### src/rtl/seq_shift_unit.sv
// seq_shift_unit: multi-cycle shift/rotate/decrement unit with valid/ready on both sides
module seq_shift_unit #(
  parameter int WIDTH   = 32,
  parameter int SHAMT_W = $clog2(WIDTH),
  parameter int STEP    = 1
) (
  input  logic               clk,
  input  logic               rst_n,
  input  logic               in_valid,
  output logic               in_ready,
  input  logic [WIDTH-1:0]   in_data,
  input  logic [SHAMT_W-1:0] in_shamt,
  input  logic [2:0]         in_op,
  output logic               out_valid,
  input  logic               out_ready,
  output logic [WIDTH-1:0]   out_data,
  output logic               out_zero,
  output logic               out_err,
  output logic               busy
);
  localparam logic [1:0] IDLE = 2'd0, RUN = 2'd1, HOLD = 2'd2;
  logic [1:0]         state;
  logic [WIDTH-1:0]   work, sh, sra, imm;
  logic [2:0]         op;
  logic [SHAMT_W-1:0] rem, k;
  logic               acc, n0, last;
  assign in_ready = rst_n & ((state == IDLE) | ((state == HOLD) & out_ready));
  assign busy     = state != IDLE;
  assign acc      = in_valid & in_ready;
  assign n0       = (in_shamt == '0) | (in_op > 3'd4);
  assign imm      = (in_op == 3'd5) ? in_data - WIDTH'(1) : in_data;
  // when STEP == WIDTH the truncated branch is unreachable since rem < WIDTH
  assign k        = (int'(rem) < STEP) ? rem : SHAMT_W'(STEP);
  assign last     = rem == k;
  assign sra      = $signed(work) >>> k;
  always_comb
    sh = (op == 3'd0) ? work << k :
         (op == 3'd1) ? work >> k :
         (op == 3'd2) ? sra :
         (op == 3'd3) ? (work << k) | (work >> (WIDTH - int'(k))) :
                        (work >> k) | (work << (WIDTH - int'(k)));
  always_ff @(posedge clk) begin
    if (!rst_n) begin
      state     <= IDLE;
      out_valid <= 1'b0;
      out_data  <= '0;
      out_zero  <= 1'b1;
      out_err   <= 1'b0;
      rem       <= '0;
      work      <= '0;
      op        <= '0;
    end else if (acc & n0) begin
      state     <= HOLD;
      out_valid <= 1'b1;
      out_data  <= imm;
      out_zero  <= imm == '0;
      out_err   <= in_op[2] & in_op[1];
    end else if (acc) begin
      state     <= RUN;
      out_valid <= 1'b0;
      work      <= in_data;
      op        <= in_op;
      rem       <= in_shamt;
    end else if (state == RUN) begin
      work <= sh;
      rem  <= rem - k;
      if (last) begin
        state     <= HOLD;
        out_valid <= 1'b1;
        out_data  <= sh;
        out_zero  <= sh == '0;
        out_err   <= 1'b0;
      end
    end else if ((state == HOLD) & out_ready) begin
      state     <= IDLE;
      out_valid <= 1'b0;
    end
  end
endmodule
### config.mk
export PLATFORM = sky130hd
export DESIGN_NAME = seq_shift_unit
export DESIGN_NICKNAME = d
export VERILOG_FILES = /design/src/rtl/seq_shift_unit.sv
export SDC_FILE = /design/constraint.sdc
export NUM_CORES = 1
export LEC_CHECK = 0
export ABC_CLOCK_PERIOD_IN_PS = 5800
export BUFFER_PORTS_ARGS = -buffer_cell sky130_fd_sc_hd__buf_2
export CAP_MARGIN = 20
export CELL_PAD_IN_SITES_DETAIL_PLACEMENT = 1
export CELL_PAD_IN_SITES_GLOBAL_PLACEMENT = 2
export CORE_AREA = 2 2 135 137
export DETAILED_ROUTE_END_ITERATION = 12
export DIE_AREA = 0 0 137 139
export HOLD_SLACK_MARGIN = 0.15
export PLACE_DENSITY_LB_ADDON = 0.1
export SETUP_SLACK_MARGIN = 0.3
export SLEW_MARGIN = 25
export SYNTH_ARGS = -nofsm -noshare
export SYNTH_HDL_FRONTEND = slang
export SYNTH_SLANG_ARGS = --single-unit
### constraint.sdc
create_clock -name clk -period 5.8 [get_ports clk]
set_input_delay 0.87 -clock clk [delete_from_list [all_inputs] [get_ports clk]]
set_output_delay 0.87 -clock clk [all_outputs]
set_load 0.02 [all_outputs]
# Word level (Yosys, flattened, before mapping)
# Cells that the tools add are included.
[totals]
inputBits = 44
ramBits = 0
word_cells = 89
mem_count = 0
out_inout_bits = 37
latchBits = 0
rom_bits = 0
ff_bits = 77
[classes]
eq_ne = 10
n_reduce_logical = 17
multipliers = 0
shift = 5
div = 0
bitwise = 11
n_lt_le_gt_ge = 2
n_mux = 32
add_sub_neg = 3
[ops]
columns = ["cell", "n"]
rows = [
  ["32-bit 2-to-1 mux", 11],
  ["32-bit zero test", 2],
  ["32-bit bitwise OR", 2],
  ["32-bit by 32-bit left shift with 32-bit output", 1],
  ["32-bit by 5-bit left shift with 32-bit output", 1],
  ["32-bit by 32-bit >> shifter with 32-bit output", 1],
  ["32-bit by 5-bit >> shifter with 32-bit output", 1],
  ["32-bit by 5-bit >>> shifter with 32-bit output", 1],
  ["32-bit by 1-bit subtractor with 32-bit output (second input constant)", 1],
  ["5-bit 2-to-1 mux", 3],
  ["1-bit 2-to-1 mux", 13],
  ["2-bit 2-to-1 mux", 5],
  ["2-bit AND reduction", 4],
  ["2-bit nonzero test", 4],
  ["6-bit by 5-bit subtractor with 7-bit output (first input constant)", 1],
  ["3-bit by 2-bit equality test with 1-bit output (second input constant)", 2],
  ["1-bit AND", 5],
  ["5-bit equality test", 1],
  ["5-bit zero test", 1],
  ["5-bit by 1-bit < comparator with 1-bit output (second input constant)", 1],
  ["5-bit subtractor", 1],
  ["4-bit != test (second input constant)", 1],
  ["4-bit nonzero test", 1],
  ["3-bit by 1-bit equality test with 1-bit output (second input constant)", 1],
  ["other kinds (13)", 15],
]

# Logic depth before layout (Yosys ltp)
[depth]
depth_word = 14
ltp_mapped = 19
ltp_nobuf = 12

# Least setup slack after synthesis
# OpenSTA, ideal clock, no wires.
[synth_timing]
path_type = "reg-to-reg"
start = "reg rem[1]"
end = "reg out_zero"
n_path_buf = 7
path_stages_with_launch = 19
setup_ns = 0.078
arrival_time_ns = 4.020
period_less_slack_ns = 4.098
setup_slack_ns = 1.702
required_time_ns = 5.722
cell_sequence = "dfxtp_1 -> clkbuf_1 -> nor4_4 -> nand2_1 -> inv_1 -> buf_2 -> buf_2 -> buf_2 -> ha_1 -> clkbuf_1 -> clkbuf_1 -> buf_1 -> inv_1 -> mux4_2 -> a221oi_1 -> nand4b_1 -> nor4_1 -> nand3_1 -> a32oi_1"
[synth_via]
elab_chain_len = 14
word_cells_on_any_way = 22
classes_between = "add/sub: 1; order compare: 1; eq/ne: 1; shift: 5; mux: 9; bitwise: 2; reduce/logical: 3"
[synth_lines]
columns = ["element", "line_no", "text"]
rows = [
  ["start, declared", "25", "logic [SHAMT_W-1:0] rem, k;"],
  ["start signal, assigned", "63", "rem <= in_shamt;"],
  ["start signal, assigned", "66", "rem <= rem - k;"],
  ["5-bit by 1-bit < comparator with 1-bit output", "33", "assign k = (int'(rem) < STEP) ? rem : SHAMT_W'(STEP);"],
  ["5-bit 2-to-1 mux", "33", ""],
  ["6-bit by 5-bit subtractor with 7-bit output", "40, 41", ""],
  ["32-bit by 32-bit left shift with 32-bit output or 32-bit by 32-bit >> shifter with 32-bit output (tied branches)", "41, 40", ""],
  ["32-bit bitwise OR (on tied branches)", "41, 40", ""],
  ["32-bit 2-to-1 mux", "40", "(op == 3'd3) ? (work << k) | (work >> (WIDTH - int'(k))) :"],
  ["32-bit 2-to-1 mux", "39", "(op == 3'd2) ? sra :"],
  ["32-bit 2-to-1 mux", "38", "(op == 3'd1) ? work >> k :"],
  ["32-bit 2-to-1 mux", "37", "sh = (op == 3'd0) ? work << k :"],
  ["32-bit zero test", "71", "out_zero <= sh == '0;"],
  ["1-bit 2-to-1 mux", "67", "if (last) begin"],
  ["1-bit 2-to-1 mux", "64", "end else if (state == RUN) begin"],
  ["1-bit 2-to-1 mux", "58", "end else if (acc) begin"],
  ["1-bit 2-to-1 mux", "52", "end else if (acc & n0) begin"],
  ["end signal, assigned", "47", "out_zero <= 1'b1;"],
  ["end signal, assigned", "56", "out_zero <= imm == '0;"],
  ["end signal, assigned", "71", ""],
  ["end, declared", "17", "output logic out_zero,"],
]
# Parallel ways exist; a longest one is shown, timed or not. The select of a mux whose other input is x is not followed.
# A chain may end at the register's enable or synchronous reset.

# Worst setup path in the final report
[layout_timing]
start = "reg rem[0]"
end = "reg out_zero"
# Same word-level chain as after synthesis.

==> results_dict.tcl <==
set metrics [dict create \
    status "complete, no violations" \
    drive_above_1_share_pct 17.5 \
    yosysWarnings 0 \
    postLayoutCellArea_um2 6520 \
    first_pass_iters 5 \
    coreArea_um2 17700 \
    hold_viol 0 \
    grt_max_degree 55 \
    post-route-min-period_ns 4.94 \
    wl_per_cell_um 24.7 \
    p_leak_uw 0.00243 \
    postSynth.asyncResetShare_pct 0 \
    max_slew_margin_pct 34.3 \
    first_global_vias 6400 \
    h-tree-depth 3 \
    ir_worst_vdd_v 0.000138 \
    fillCellCount 2239 \
    min_delay_path_depth 2 \
    tns_ns 0 \
    clk_pin_slew_ns 0.06 \
    max_freq_ghz 0.203 \
    pre_cts_ws_ns 1.03 \
    diodes 0 \
    die_h_um 139 \
    avgSynthCellArea_um2 7.15 \
    cts_root_buffer "clkbuf_16" \
    cts_tree "yes" \
    ctsResizeCount 0 \
    cts.sinks 76 \
    rsz0062_at_grt "no" \
    synth_cells 798 \
    clk_latency_ns 0.34 \
    regArea_um2 1520 \
    rows 49 \
    crit_family "buffers and inverters" \
    overflow 0 \
    holdCritStartpoint "out_data[8]" \
    rr_worst_depth 13 \
    numCtsBuffers 9 \
    ys_ff_latch 76 \
    hold_end "out_data[8]" \
    grt_util_all_layers_pct 27.8 \
    multi_input_area_um2 3860 \
    holdBufCountCts 0 \
    slew_violations 0 \
    dpl_cell_area_um2 6220 \
    dpl.hpwl_um 19300 \
    antenna_found_initial 1 \
    synth_cell_types 76 \
    io_buffer_count 80 \
    drt.antenna.violating_nets 0 \
    required_ns 6.06 \
    wirelength_um 26200 \
    die_x_um 137 \
    path_cells "clkinv_1 -> nand2_1 -> buf_4 -> inv_1 -> buf_4 -> ha_1 -> inv_1 -> mux4_2 -> a221oi_1 -> nand4b_1 -> nor4_1 -> nand3_1 -> a32oi_1" \
    min_path_type "flop to flop" \
    reg2reg_slack_ns 0.86 \
    dieArea_um2 19000 \
    cpPeakStageDelay_ns 0.99 \
    final_cell_mix "nor2_1 (129), nand2_1 (98), buf_2 (80)" \
    synthFlopType "dfxtp_1" \
    drv_cap 0 \
    r2r-end "out_zero" \
    io-pin-count 81 \
    fin_nets 875 \
    syn_to_final_growth_pct 14.3 \
    route.detailed.drc 0 \
    netlist_area_um2 5700 \
    crit_fanout 38 \
    cp-start-kind "flop" \
    gp_congestion 0.875 \
    fin_cells 1062 \
    fin_crit_sh_pct 85.1 \
    crit_path_end_kind "flop" \
    fin_skew_ns 0.00783 \
    setup_viol 0 \
    cp_num_buf_inv 5 \
    slowest_stage "ha_1" \
    yosysSeqAreaShare_pct 26.7 \
    cts_buffer_depth 2 \
    synth_edf_count 0 \
    critPathLaunch "rem[0]" \
    grt_first_pass_wirelength_um 40400 \
    worst_slack_ns 0.863 \
    syn_nets 845 \
    post_cts_buffers 0 \
    initial_core_util_pct 32.3 \
    num_vias 6440 \
    critPathArrivalTime_ns 5.20 \
    r2r-start "rem[0]" \
    dp.cells 1046 \
    worst_pin_slew_ns 0.985 \
    p_per_area_nw_per_um2 340 \
    final_common_cell "nor2_1" \
    finalPower_uw 2210 \
    critPathKind "flop to flop" \
    avgViaCountPerCell 6.06 \
    first_iter_violations 701 \
]
cell families after synthesis:
kind of cell | after synthesis | synth area share [%]
flops | 76 | 26.7
fa+ha+maj | 3 | 0.658
other cells | 1 | 0.0657
xor+xnor | 33 | 5.07
buf+inv | 90 | 6.23
compound gates | 234 | 28.6
simple gates | 339 | 28.3
mux | 22 | 4.37
where the power goes:
group	internal, uW	leakage (uW)	switching [uW]
clock network	345	0.000147	232
logic	326	0.00166	635
registers	577	0.000620	99.7
total	1250	0.00243	966
stage by stage:
step,util [%],hold WS [ns]
global placement,35.3,0.440
CTS,36.9,0.464
floorplan,-,0.480
detailed placement,35.3,0.455
global route,36.9,0.520
finish,36.9,0.459
per-layer routing:
metal  global-route usage (%)  up-vias  wire [um]
li1                         -     3002          -
met4                     9.82        0        807
met3                     4.35       48       1410
met1                     41.0     3163      12500
met2                     40.7      227      11500
met5                        0        -          0
cell usage after synthesis (all sizes together) (3+ instances only):
library cell    n  area share [%]
o21ai          25             2.2
or3             9             1.0
a21o            4            0.53
xor2           20             3.1
a211o           6            0.92
and3b           3            0.46
mux2i           8             1.4
a221oi         12             1.8
o22ai           6            0.66
a211oi         21             2.8
and2            5            0.55
ha              3            0.66
a21oi          65             5.7
clkbuf         63             4.1
xnor2          13             2.0
a311oi         20             3.1
inv            13            0.86
a32oi           3            0.46
a2111oi         6            0.92
a222oi         10             1.8
clkinv          3            0.20
dfxtp          76              27
buf            11             1.0
nor3           30             2.6
or4            11             1.7
a22oi          18             2.4
mux2           13             2.6
nor4           14             2.2
o31ai           5            0.66
nor2          131             8.6
nand4           5            0.66
a31oi          11             1.2
nor2b           4            0.44
nand3          12             1.1
nand2          98             6.4
how the worst max path moves through the flow:
stage | to | slack (ns) | cells past startpoint
after CTS | out_zero | 0.99 | 13
after detailed placement | out_zero | 1.03 | 13
after floorplan | out_zero | 1.70 | 18
final | out_zero | 0.86 | 13
after global placement | out_zero | 1.17 | 13
after global routing | out_zero | 0.54 | 13
worst register-to-register path, delay by kind of cell, from the launching register on:
kind | cells | cell delay [ns]
adders and majority gates | 1 | 1.00
DFF | 1 | 0.52
and+or+nand+nor | 4 | 0.75
muxes | 1 | 0.34
AOI/OAI and AO/OA | 2 | 0.98
buffers and inverters | 5 | 1.26
cell type report:
class	count	area share, %
Clock inverter	4	0.748
Sequential cell	76	23.3
Timing Repair Buffer	93	7.64
Tap cell	229	4.39
Inverter	16	0.921
Clock buffer	12	3.78
Multi-Input combinational cell	632	59.2
state kept, by name, indices dropped and copies added, names as in the netlist:
name / flops
out_valid: 1
state: 1
out_err: 1
work: 32
out_data: 32
rem: 5
op: 3
out_zero: 1
Note: power is estimated with default switching activity, not from simulation.
